==> src/rtl/cu_seq_ctrl.sv <==
// cu_seq_ctrl: parametrised instruction-sequencing control unit.
// Issues a one-cycle one-hot chip-select to each of N_STAGES units in order,
// waits for that unit's ready, pulses instr_done after the last stage, and
// stops at an instruction boundary when run drops. A per-stage watchdog parks
// the FSM in a sticky error state that only reset clears.
// Optional build macro: CU_PERF_CNT_EN adds instr_cnt_o and stall_cnt_o.
//
// state   | meaning
// S_IDLE  | no instruction in flight, waiting for run
// S_ISSUE | one cycle; registers cs for the current stage, clears watchdog
// S_WAIT  | cs pulse visible on entry, waiting for ready of current stage
// S_ERR   | watchdog expired; frozen until reset
//
// All outputs are registered, so the cs pulse set up in S_ISSUE is seen on
// the first S_WAIT cycle. This is what keeps instr_done (registered on ready
// acceptance) one cycle ahead of the following cs[0].
module cu_seq_ctrl #(
  parameter int N_STAGES = 4,
  parameter int TIMEOUT  = 64,
  parameter int TW       = 8,
  localparam int SW      = $clog2(N_STAGES)
) (
  input  logic                clk_i,
  input  logic                reset_i,
  input  logic                run_i,
  input  logic [N_STAGES-1:0] ready_i,
  output logic [N_STAGES-1:0] cs_o,
  output logic                sel_fcu_o,
  output logic [SW-1:0]       stage_idx_o,
  output logic                busy_o,
  output logic                instr_done_o,
`ifdef CU_PERF_CNT_EN
  output logic [31:0]         instr_cnt_o,
  output logic [31:0]         stall_cnt_o,
`endif
  output logic                err_o
);

  typedef enum logic [1:0] {
    S_IDLE  = 2'd0,
    S_ISSUE = 2'd1,
    S_WAIT  = 2'd2,
    S_ERR   = 2'd3
  } state_t;

  state_t                state_q, state_d;
  logic [SW-1:0]         stage_q, stage_d;
  logic [TW-1:0]         wd_q, wd_d;
  logic [N_STAGES-1:0]   cs_q, cs_d;
  logic                  sel_q, sel_d;
  logic                  done_q, done_d;
  logic                  busy_q, err_q;

  logic                  rdy_cur;
  logic                  last_stage;
  logic                  wd_expired;

  assign rdy_cur    = ready_i[stage_q];
  assign last_stage = (stage_q == SW'(N_STAGES - 1));
  // TIMEOUT = 0 disables the watchdog; the counter then just free-runs.
  assign wd_expired = (TIMEOUT != 0) && (wd_q == TW'(TIMEOUT - 1));

  // Next-state and next-output decode for the sequencer.
  always_comb begin
    state_d = state_q;
    stage_d = stage_q;
    wd_d    = wd_q;
    cs_d    = '0;
    sel_d   = 1'b0;
    done_d  = 1'b0;
    case (state_q)
      S_IDLE: begin
        if (run_i) begin
          state_d = S_ISSUE;
          stage_d = '0;
        end
      end
      S_ISSUE: begin
        cs_d    = {{(N_STAGES-1){1'b0}}, 1'b1} << stage_q;
        sel_d   = (stage_q == '0);
        wd_d    = '0;
        state_d = S_WAIT;
      end
      S_WAIT: begin
        wd_d = wd_q + TW'(1);
        if (rdy_cur) begin
          if (!last_stage) begin
            stage_d = stage_q + SW'(1);
            state_d = S_ISSUE;
          end else begin
            done_d  = 1'b1;
            stage_d = '0;
            state_d = run_i ? S_ISSUE : S_IDLE;
          end
        end else if (wd_expired) begin
          // stage_idx stays on the unit that failed to answer
          state_d = S_ERR;
        end
      end
      S_ERR: begin
        state_d = S_ERR;
      end
      default: begin
        state_d = S_IDLE;
      end
    endcase
  end

  // Sequencer state and registered outputs.
  always_ff @(posedge clk_i or posedge reset_i) begin
    if (reset_i) begin
      state_q <= S_IDLE;
      stage_q <= '0;
      wd_q    <= '0;
      cs_q    <= '0;
      sel_q   <= 1'b0;
      done_q  <= 1'b0;
      busy_q  <= 1'b0;
      err_q   <= 1'b0;
    end else begin
      state_q <= state_d;
      stage_q <= stage_d;
      wd_q    <= wd_d;
      cs_q    <= cs_d;
      sel_q   <= sel_d;
      done_q  <= done_d;
      busy_q  <= (state_d == S_ISSUE) || (state_d == S_WAIT);
      err_q   <= (state_d == S_ERR);
    end
  end

  assign cs_o         = cs_q;
  assign sel_fcu_o    = sel_q;
  assign stage_idx_o  = stage_q;
  assign busy_o       = busy_q;
  assign instr_done_o = done_q;
  assign err_o        = err_q;

`ifdef CU_PERF_CNT_EN
  logic [31:0] icnt_q, scnt_q;

  // Instruction counter wraps; stall counter saturates.
  always_ff @(posedge clk_i or posedge reset_i) begin
    if (reset_i) begin
      icnt_q <= '0;
      scnt_q <= '0;
    end else begin
      if (done_d) begin
        icnt_q <= icnt_q + 32'd1;
      end
      if ((state_q == S_WAIT) && !rdy_cur && (scnt_q != 32'hFFFF_FFFF)) begin
        scnt_q <= scnt_q + 32'd1;
      end
    end
  end

  assign instr_cnt_o = icnt_q;
  assign stall_cnt_o = scnt_q;
`endif

endmodule

==> config.mk <==
export PLATFORM = sky130hd
export DESIGN_NAME = cu_seq_ctrl
export DESIGN_NICKNAME = d
export VERILOG_FILES = /design/src/rtl/cu_seq_ctrl.sv
export SDC_FILE = /design/constraint.sdc
export NUM_CORES = 1
export LEC_CHECK = 0
export ABC_AREA = 1
export BUFFER_PORTS_ARGS = -buffer_cell sky130_fd_sc_hd__buf_4
export CAP_MARGIN = 20
export CORE_UTILIZATION = 46
export CTS_BUF_LIST = sky130_fd_sc_hd__clkbuf_8
export DETAILED_ROUTE_END_ITERATION = 8
export GPL_ROUTABILITY_DRIVEN = 0
export PLACE_DENSITY = 0.74
export SLEW_MARGIN = 20
export SYNTH_ARGS = -nofsm -noshare
export SYNTH_HDL_FRONTEND = slang
export SYNTH_SLANG_ARGS = --single-unit
==> constraint.sdc <==
create_clock -name clk_i -period 1.3 [get_ports clk_i]
set_input_delay 0.26 -clock clk_i [delete_from_list [all_inputs] [get_ports clk_i]]
set_output_delay 0.26 -clock clk_i [all_outputs]
set_load 0.005 [all_outputs]
### After elaboration in Yosys (flattened, before gate mapping)

Cells that the tools add are included.

| word-level totals | value |
|---|---|
| bits in registers | 20 |
| input bits | 7 |
| word-level logic and storage cells | 46 |

| cells by class | value |
|---|---|
| add/subtract/negate cells | 2 |
| magnitude comparators | 1 |
| equality and inequality tests | 10 |
| shift-type cells | 1 |
| mux-type cells | 18 |
| reduce and logical (&&, ||, !) cells | 6 |

Operator list:

| cell | count |
|---|---|
| one-hot mux 8 bit (2 select lines) | 1 |
| two-way mux 2 bit | 6 |
| equality test 2 bit, second input constant | 5 |
| adder 8 x 1 -> 8 bit, second input constant | 1 |
| equality test 8 x 6 -> 1 bit, second input constant | 1 |
| one-hot mux 2 bit (4 select lines) | 1 |
| two-way mux 1 bit | 7 |
| equality test 2 x 1 -> 1 bit, second input constant | 2 |
| logical NOT 2 bit | 2 |
| two-way mux 4 bit | 1 |
| != test 2 bit, second input constant | 2 |
| one-hot mux 2 bit (2 select lines) | 1 |
| nonzero test 2 bit | 2 |
| left shift 1 x 2 -> 4 bit, first input constant | 1 |
| < comparator 2 x 3 -> 1 bit, second input constant | 1 |
| AND reduction 3 bit | 1 |
| adder 2 x 1 -> 2 bit, second input constant | 1 |
| binary-select mux 1 bit (select 2 bit) | 1 |
| logical OR 1 bit | 1 |

### Longest topological paths before layout

Gate-level depths: netlist of the first run.

| logic depth | value |
|---|---|
| depth after elaboration | 6 |
| gate-level depth with buffers | 10 |

### Least setup slack after synthesis of the first run

No wires, ideal clock.

| path | value |
|---|---|
| path kind | register to register |
| from | register stage_q[0], in the netlist stage_idx_o[0] |
| to | register busy_q, in the netlist busy_o |
| library setup time | 0.126 ns |
| data arrival time | 1.302 ns |
| data required time | 1.174 ns |
| slack | -0.128 ns |
| cell stages (with the launch flop) | 9 |
| buffers on the path | 0 |
| cells stage by stage | dfrtp_1 > inv_1 > nand2_1 > nand3_1 > nand2_1 > nand3_1 > nand3_1 > a21oi_1 > ha_1 |

| on the way | value |
|---|---|
| cells in the longest elaborated chain, start to end | 6 |
| elaborated cells on any way between the ends | 9 |
| classes of those cells | eq/ne (3); mux (5); reduce/logical (1) |

Ends and longest elaborated chain:

| item | RTL line | source |
|---|---|---|
| from (decl) | 47 | `logic [SW-1:0] stage_q, stage_d;` |
| from (signal assigned) | 122 | `stage_q <= stage_d;` |
| binary-select mux 1 bit (select 2 bit) or equality test 2 bit (tied branches) | 58, 59 |  |
| two-way mux 1 bit, on equally long branches | 58, 87 |  |
| two-way mux 2 bit * | 86 | `if (rdy_cur) begin` |
| one-hot mux 2 bit (4 select lines) * | 71 | `case (state_q)` |
| via state_d[0] | 46 | `state_t state_q, state_d;` |
| equality test 2 x 1 -> 1 bit or equality test 2 bit (tied branches) | 127 | `busy_q <= (state_d == S_ISSUE) \|\| (state_d == S_WAIT);` |
| logical OR 1 bit * | 127 |  |
| to (signal assigned) | 127 |  |
| to (decl) | 52 | `logic busy_q, err_q;` |

The timed path passes the listed nets; every way through them passes the cells marked *. The select of a mux whose other input is x is not followed.
A chain may end at the register's enable or synchronous reset.

### Worst setup path after layout of the first run

| path | value |
|---|---|
| from | register wd_q[0] |
| to | register busy_q, in the netlist busy_o |

| on the way | value |
|---|---|
| cells in the longest elaborated chain, start to end | 6 |
| elaborated cells on any way between the ends | 7 |
| classes of those cells | eq/ne (3); mux (3); reduce/logical (1) |

Ends and longest elaborated chain:

| item | RTL line | source |
|---|---|---|
| from (decl) | 48 | `logic [TW-1:0] wd_q, wd_d;` |
| from (signal assigned) | 123 | `wd_q <= wd_d;` |
| equality test 8 x 6 -> 1 bit * | 61 | `assign wd_expired = (TIMEOUT != 0) && (wd_q == TW'(TIMEOUT - 1));` |
| two-way mux 2 bit * | 95 | `end else if (wd_expired) begin` |
| two-way mux 2 bit * | 86 |  |
| one-hot mux 2 bit (4 select lines) * | 71 |  |
| via state_d[1] | 46 |  |
| equality test 2 x 1 -> 1 bit or equality test 2 bit (tied branches) | 127 |  |
| logical OR 1 bit * | 127 |  |

The timed path passes the listed nets; every way through them passes the cells marked *.

==> run metrics, run 1 <==
I/O pins 17; FF+latch count, synth 19; Internal 1.93 mW; Gate power share 60.7%; Hold Path Class in -> async; Post-Route Utilization 76.7%; post-synth top area share 47.0%; Mapped Nets 139; Cell variety after synth 18; crit path capture busy_o$_DFF_PP0_; worst-margin pin slew 0.251 ns; CP max stage delay 0.39 ns; number of global-route vias before repair 1,004; Post-Syn Instances 122; # placed instances 187; Required @ worst endpoint 1.44 ns; Hold Buf Count CTS 0; Switching Fraction 39.6%; critical path launch point wd_q[0]$_DFFE_PP0P_; cell family with most CP delay adder cells; Initial Util 50.1%; drt via density 4.91; Switch Pwr 1.26 mW; reg2reg start wd_q[0]$_DFFE_PP0P_; DPL Wire Length 1.72 mm; Max Cap Viol 0; CTS clk-pin slew, worst paths 0.07 ns; Num CTS Buffers 3; Max IR drop VDD 1.58 mV; worst reg2reg endpoint busy_o$_DFF_PP0_; drt wl/cell 12.0 um; pwr/cell area 2060 mW/mm2; Placement Rows 16; Core Region 0.00202 mm2; DRC Markers 0; worst setup margin -0.178 ns; CTS Root Cell clkbuf_8; Final Setup Violations 6; placed inst area 0.00135 mm2; CTS tree built; GRT overflow 0; syn avg cell area 8.30 um2; most frequent cell after synthesis nand2_1; period utilization 114%; part of the power in registers 26.6%; cell area after synthesis 0.00101 mm2; Max-Slew Margin vs Limit 83.3%; initial antenna violation count 0; critical path depth in cells 10; failing checks negative setup slack; crit end category flop; pre-CTS setup slack -0.192 ns; Final ANT Viol Nets 0; Leak Pwr 0.824 nW; Min Clock Period, post-route 1.48 ns; die area 0.00239 mm2; Post-synth top cells 28 x nand2_1, 19 x dfrtp_1, 19 x inv_1; critical path peak fanout 2; Clock power frac 12.7%; # nets final 189; Diodes inserted 0; Die W 48.9 um; Main synth FF type dfrtp_1; largest net degree at the start of global routing 20; first-pass GRT wire length 4.07 mm; Max clock buf depth 2; DRT iter0 DRCs 10; RSZ-0062 raised after global routing yes; 1st-pass router iterations 4; CTS sink cnt 19; Die Y 48.9 um; area delta synth->final 53.2%; share of cells above drive strength 1 48.5%; final setup skew 0.00521 ns; asr flop ratio synth 100%; CP Data Arrival Time 1.62 ns; post-route insts no fill 198; Hold Fails Final Rpt 0; CP bufs+invs 1; slowest CP cell dfrtp_1; DRT Wirelength 2.38 mm; GRT Total Usage 22.2%; WS Path Type reg -> reg; largest cells by area after synthesis dfrtp_1 47%, ha_1 12%, nand2_1 10%, inv_1 7.0%, nand3_1 4.9%; CP startpoint kind flop; Warnings, synthesis 0; outcome finished with violations; Critical Path, Cell by Cell ha_2, inv_1, nor2_1, nand3_1, nand2_1, nand3_1, nand2_1, nand2_1, nand2_2, ha_1; Reg2Reg Depth 10; final-report max-slew violation count 0; H-tree depth 1; Synth area leader dfrtp_1; r2r setup slk -0.18 ns; input/output buffers 16; Max Fclk 677 MHz; Clk Latency, worst-skew pair 0.26 ns; number of flops mapped to enable cells by yosys 0; Tot Pwr 3.20 mW; fin area 0.00155 mm2; register area share after synthesis 47.0%; via count 972; Critical Path Most Common Cell nand2_1
-- routing by layer --
| layer | part of all wire, % | wire [um] | vias to the layer above | global-route usage, % |
|---|---|---|---|---|
| li1 | - | - | 480 | - |
| met1 | 43 | 1020 | 467 | 25.3 |
| met2 | 53 | 1260 | 19 | 41.7 |
| met3 | 2.4 | 57 | 6 | 1.87 |
| met4 | 2.0 | 48 | 0 | 10.3 |
| met5 | 0 | 0 | - | 0 |
-- layout make-up --
cell class	instances	area (um2)
fill	131	472
tap	27	33.8
inverter	20	75.1
multi-input combinational	81	554
clock inverter	1	3.75
sequential	19	478
timing repair buffer	47	364
clock buffer	3	41.3
-- kinds of logic (layout without fill, tap and decap cells) --
group           after synthesis  count (layout)  synth area share (%)
simple gates                 58              58                  25.2
buf+inv                      22              71                  8.65
flops                        19              19                  47.0
compound gates               13              13                  6.80
fa+ha+maj                    10              10                  12.4
-- flip-flops by register name, summed over array words and instances, names as in the netlist --
register	count
busy_o	1
cs_o	4
err_o	1
instr_done_o	1
stage_idx_o	2
state_q	2
wd_q	8
-- power by group through the flow --
stage / sequential, mW / clock [mW] / combinational, mW
after global routing: 0.870 / 0.422 / 2.12
final: 0.851 / 0.405 / 1.94
after global placement: 0.856 / 0 / 1.40
after detailed placement: 0.868 / 0 / 1.46
after CTS: 0.849 / 0.409 / 1.67
after floorplan: 0.868 / 0 / 0.762
-- worst min path at each step --
stage / end / from / slack (ns) / depth (start not counted)
floorplan: busy_o$_DFF_PP0_ / reset_i / 0.21 / 1
global placement: wd_q[4]$_DFFE_PP0P_ / reset_i / 0.30 / 3
detailed placement: wd_q[5]$_DFFE_PP0P_ / reset_i / 0.31 / 3
CTS: wd_q[5]$_DFFE_PP0P_ / reset_i / 0.03 / 3
global route: wd_q[5]$_DFFE_PP0P_ / reset_i / 0.06 / 3
finish: wd_q[7]$_DFFE_PP0P_ / reset_i / 0.02 / 3
-- tightest hold or removal path, delay by kind of cell --
family                 cells  cell delay, ns
buffers and inverters      3            0.40
-- repair_timing --
action                                  in CTS  in global routing
pin swaps                                    8                 13
endpoints found under the hold margin        0                  0
setup buffers                                4                  3
resized for setup                           13                 19
endpoints found under the setup margin      11                 11
-- stage by stage --
step	TNS [ns]	hold WS (ns)
6_report	-0.636	0.0235
5_1_grt	-1.31	0.0579
4_1_cts	-0.659	0.0308
3_5_place_dp	-1.00	0.306
3_3_place_gp	-0.671	0.298
2_1_floorplan	-0.121	0.211
-- cell usage in the layout, fill, tap and decap left out, drive strengths merged, types with 4 or more instances in the layout --
| cell type | count |
|---|---|
| inv | 21 |
| a21oi | 7 |
| o21ai | 4 |
| nand3 | 10 |
| nor2 | 13 |
| ha | 10 |
| buf | 47 |
| nand2 | 30 |
| dfrtp | 19 |
(Power assumes the default switching activity.)
==> run 2, diff against run 1 <==
--- a/config.mk
+++ b/config.mk
@@ -5,14 +5,13 @@
 export SDC_FILE = /design/constraint.sdc
 export NUM_CORES = 1
 export LEC_CHECK = 0
-export ABC_AREA = 1
 export BUFFER_PORTS_ARGS = -buffer_cell sky130_fd_sc_hd__buf_4
 export CAP_MARGIN = 20
 export CORE_UTILIZATION = 46
 export CTS_BUF_LIST = sky130_fd_sc_hd__clkbuf_8
 export DETAILED_ROUTE_END_ITERATION = 8
 export GPL_ROUTABILITY_DRIVEN = 0
-export PLACE_DENSITY = 0.74
+export PLACE_DENSITY = 0.77
 export SLEW_MARGIN = 20
 export SYNTH_ARGS = -nofsm -noshare
 export SYNTH_HDL_FRONTEND = slang
==> run 2 against run 1 <==
  * The run still ends with negative setup slack left
  * First-iteration DRC count rose to 5.3 times the previous value
  * Design area rose by 11%
  * Flip-flop and latch count did not move
  * Clock power rose by 2%
  * Via count rose by 8.7%
  * Sequential share of layout area fell by 3.0 points
  * Highest routed layer unchanged
==> run metrics, run 2 <==
outcome finished with violations (unchanged); failing checks negative setup slack (unchanged); Num CTS Buffers 3 (unchanged); number of flops mapped to enable cells by yosys 0 (unchanged); commonest cells after routing, fill and taps aside 45 x buf_4, 17 x dfrtp_1, 9 x nand2_1, 7 x buf_6 (was 44 x buf_4, 24 x nand2_1, 17 x dfrtp_1, 12 x inv_1); Post-synth top cells 19 x dfrtp_1, 10 x ha_1, 10 x nand2_1 (was 28 x nand2_1, 19 x dfrtp_1, 19 x inv_1); crit end category flop (unchanged); Leak Pwr 0.820 nW (was 0.824 nW); input/output buffers 16 (unchanged); asr flop ratio synth 100% (unchanged); WS Path Type reg -> reg (unchanged); GRT Total Usage 26.7% (was 22.2%); setup TNS -3.50 ns (was -0.636 ns); Max Cap Viol 0 (unchanged); Hold Fails Final Rpt 0 (unchanged); Die W 49.7 um (was 48.9 um); post-synth top area share 45.4% (was 47.0%); CTS tree built (unchanged); Synth area leader dfrtp_1 (unchanged); Final ANT Viol Nets 0 (unchanged); worst-margin pin slew 0.364 ns (was 0.251 ns); # nets final 172 (was 189); Max IR drop VDD 1.89 mV (was 1.58 mV); drt via density 5.84 (was 4.91); I/O pins 17 (unchanged); FF+latch count, synth 19 (unchanged); Max Fclk 580 MHz (was 677 MHz); Diodes inserted 0 (unchanged); cell area after synthesis 0.00105 mm2 (was 0.00101 mm2); Warnings, synthesis 0 (unchanged); 1st-pass router iterations 4 (unchanged); Clk Latency, worst-skew pair 0.26 ns (about the same); via count 1,057 (was 972); Hold Path Class in -> async (unchanged); Largest Register wd_q (unchanged); period utilization 133% (was 114%); pwr/cell area 2010 mW/mm2 (was 2060 mW/mm2); H-tree depth 1 (unchanged); most common cell after layout, fill and taps aside buf_4 (unchanged); CTS Root Cell clkbuf_8 (unchanged); CTS clk-pin slew, worst paths 0.07 ns (about the same); share of cells above drive strength 1 59.1% (was 48.5%); area delta synth->final 64.3% (was 53.2%); Max-Slew Margin vs Limit 75.5% (was 83.3%); CP startpoint kind flop (unchanged); pre-CTS setup slack -0.436 ns (was -0.192 ns); final setup skew 0.00665 ns (was 0.00521 ns); initial antenna violation count 0 (unchanged); drt wl/cell 19.0 um (was 12.0 um); Reg2Reg Depth 5 (was 10); RSZ-0062 raised after global routing yes (unchanged); Cell variety after synth 35 (was 18); Final Setup Violations 16 (was 6); largest net degree at the start of global routing 20 (unchanged); die area 0.00247 mm2 (was 0.00239 mm2); Post-Syn Instances 100 (was 122); Initial Util 51.3% (was 50.1%); DRC Markers 0 (unchanged); max reg flops 8 (unchanged); fin area 0.00172 mm2 (was 0.00155 mm2); syn avg cell area 10.5 um2 (was 8.30 um2); worst setup margin -0.423 ns (was -0.178 ns); fillers 111 (was 131); Required @ worst endpoint 1.44 ns (about the same); DRT Wirelength 3.44 mm (was 2.38 mm); critical path peak fanout 3 (was 2); DPL Wire Length 1.89 mm (was 1.72 mm); Die Y 49.7 um (was 48.9 um); number of global-route vias before repair 1,042 (was 1,004); Main synth FF type dfrtp_1 (unchanged); largest cells by area after synthesis dfrtp_1 45%, ha_1 12%, o21ai_0 4.3%, nand2_1 3.6%, mux2i_1 2.9% (was dfrtp_1 47%, ha_1 12%, nand2_1 10%, inv_1 7.0%, nand3_1 4.9%); Min Clock Period, post-route 1.72 ns (was 1.48 ns); first-pass GRT wire length 4.74 mm (was 4.07 mm); most frequent cell after synthesis dfrtp_1 (was nand2_1); CP Data Arrival Time 1.86 ns (was 1.62 ns); Placement Rows 16 (unchanged); CTS sink cnt 19 (unchanged); Mapped Nets 117 (was 139); Core Region 0.00204 mm2 (was 0.00202 mm2); Max clock buf depth 2 (unchanged); register area share after synthesis 45.4% (was 47.0%); final-report max-slew violation count 0 (unchanged); placed inst area 0.00145 mm2 (was 0.00135 mm2); GRT overflow 0 (unchanged); DRT iter0 DRCs 53 (was 10)
-- run 2: worst max-delay path: stages (launching register included) --
cell,delay (ns)
dfrtp_1,0.42
inv_2,0.08
ha_4,0.16
or4_4,0.51
and3_4,0.17
ha_1,0.27
-- run 2: cells by family after synthesis --
group | after synthesis | synth area share (%)
AND/OR/NAND/NOR | 37 | 20.6
AO/OA/AOI/OAI | 19 | 12.1
flip-flops | 19 | 45.4
buffers and inverters | 10 | 4.18
adder cells (fa/ha/maj) | 10 | 11.9
multiplexers | 4 | 5.02
XOR/XNOR | 1 | 0.836
-- run 2: final timing paths --
kind	end	start	slack, ns
max	busy_o$_DFF_PP0_	state_q[1]$_DFF_PP0_	-0.42
min	cs_o[3]$_DFF_PP0_	reset_i	0.01
max reg2reg	busy_o$_DFF_PP0_	state_q[1]$_DFF_PP0_	-0.42
min reg2reg	wd_q[0]$_DFFE_PP0P_	wd_q[0]$_DFFE_PP0P_	0.64
max in group asynchronous	stage_idx_o[1]$_DFFE_PP0P_	reset_i	1.06
min in group clk_i	state_q[1]$_DFF_PP0_	run_i	0.46
-- run 2: area by class of cell --
class                   count  area, um2  area share (%)
clock buffers               3       41.3            2.40
multi-input cells          71        702            40.8
well taps                  27       33.8            1.96
clock inverters             1       5.00           0.291
flip-flops and latches     19        478            27.8
repair buffers             53        432            25.1
inverters                   7       28.8            1.67
-- run 2: through the flow --
step                cells  utilization, %  power, mW  hold WS [ns]
floorplan             100               -       1.65         0.211
global placement      169            71.1       2.14         0.300
detailed placement    169            71.1       2.23         0.305
CTS                   177            80.3       3.09        0.0223
global route          181            84.3       3.63        0.0465
finish                181            84.3       3.46        0.0126
-- run 2: repair_timing --
| action | CTS | global route |
|---|---|---|
| hold buffers | 0 | 0 |
| cloned | 0 | 0 |
| pin swaps | 6 | 5 |
| buffers inserted | 4 | 5 |
| setup endpoints to repair | 15 | 16 |
| gates resized for setup | 27 | 16 |
-- run 2: power breakdown --
group	internal, mW	switching, mW
logic	1.20	0.998
clock network	0.213	0.199
registers	0.719	0.127
total	2.13	1.32
-- run 2: layer usage --
layer  part of all wire (%)  wire length [um]  global-route usage (%)
met4                    5.5               189                    12.9
met2                     49              1700                    45.9
met1                     39              1330                    29.6
met3                    6.5               223                    8.02
met5                      0                 0                       0
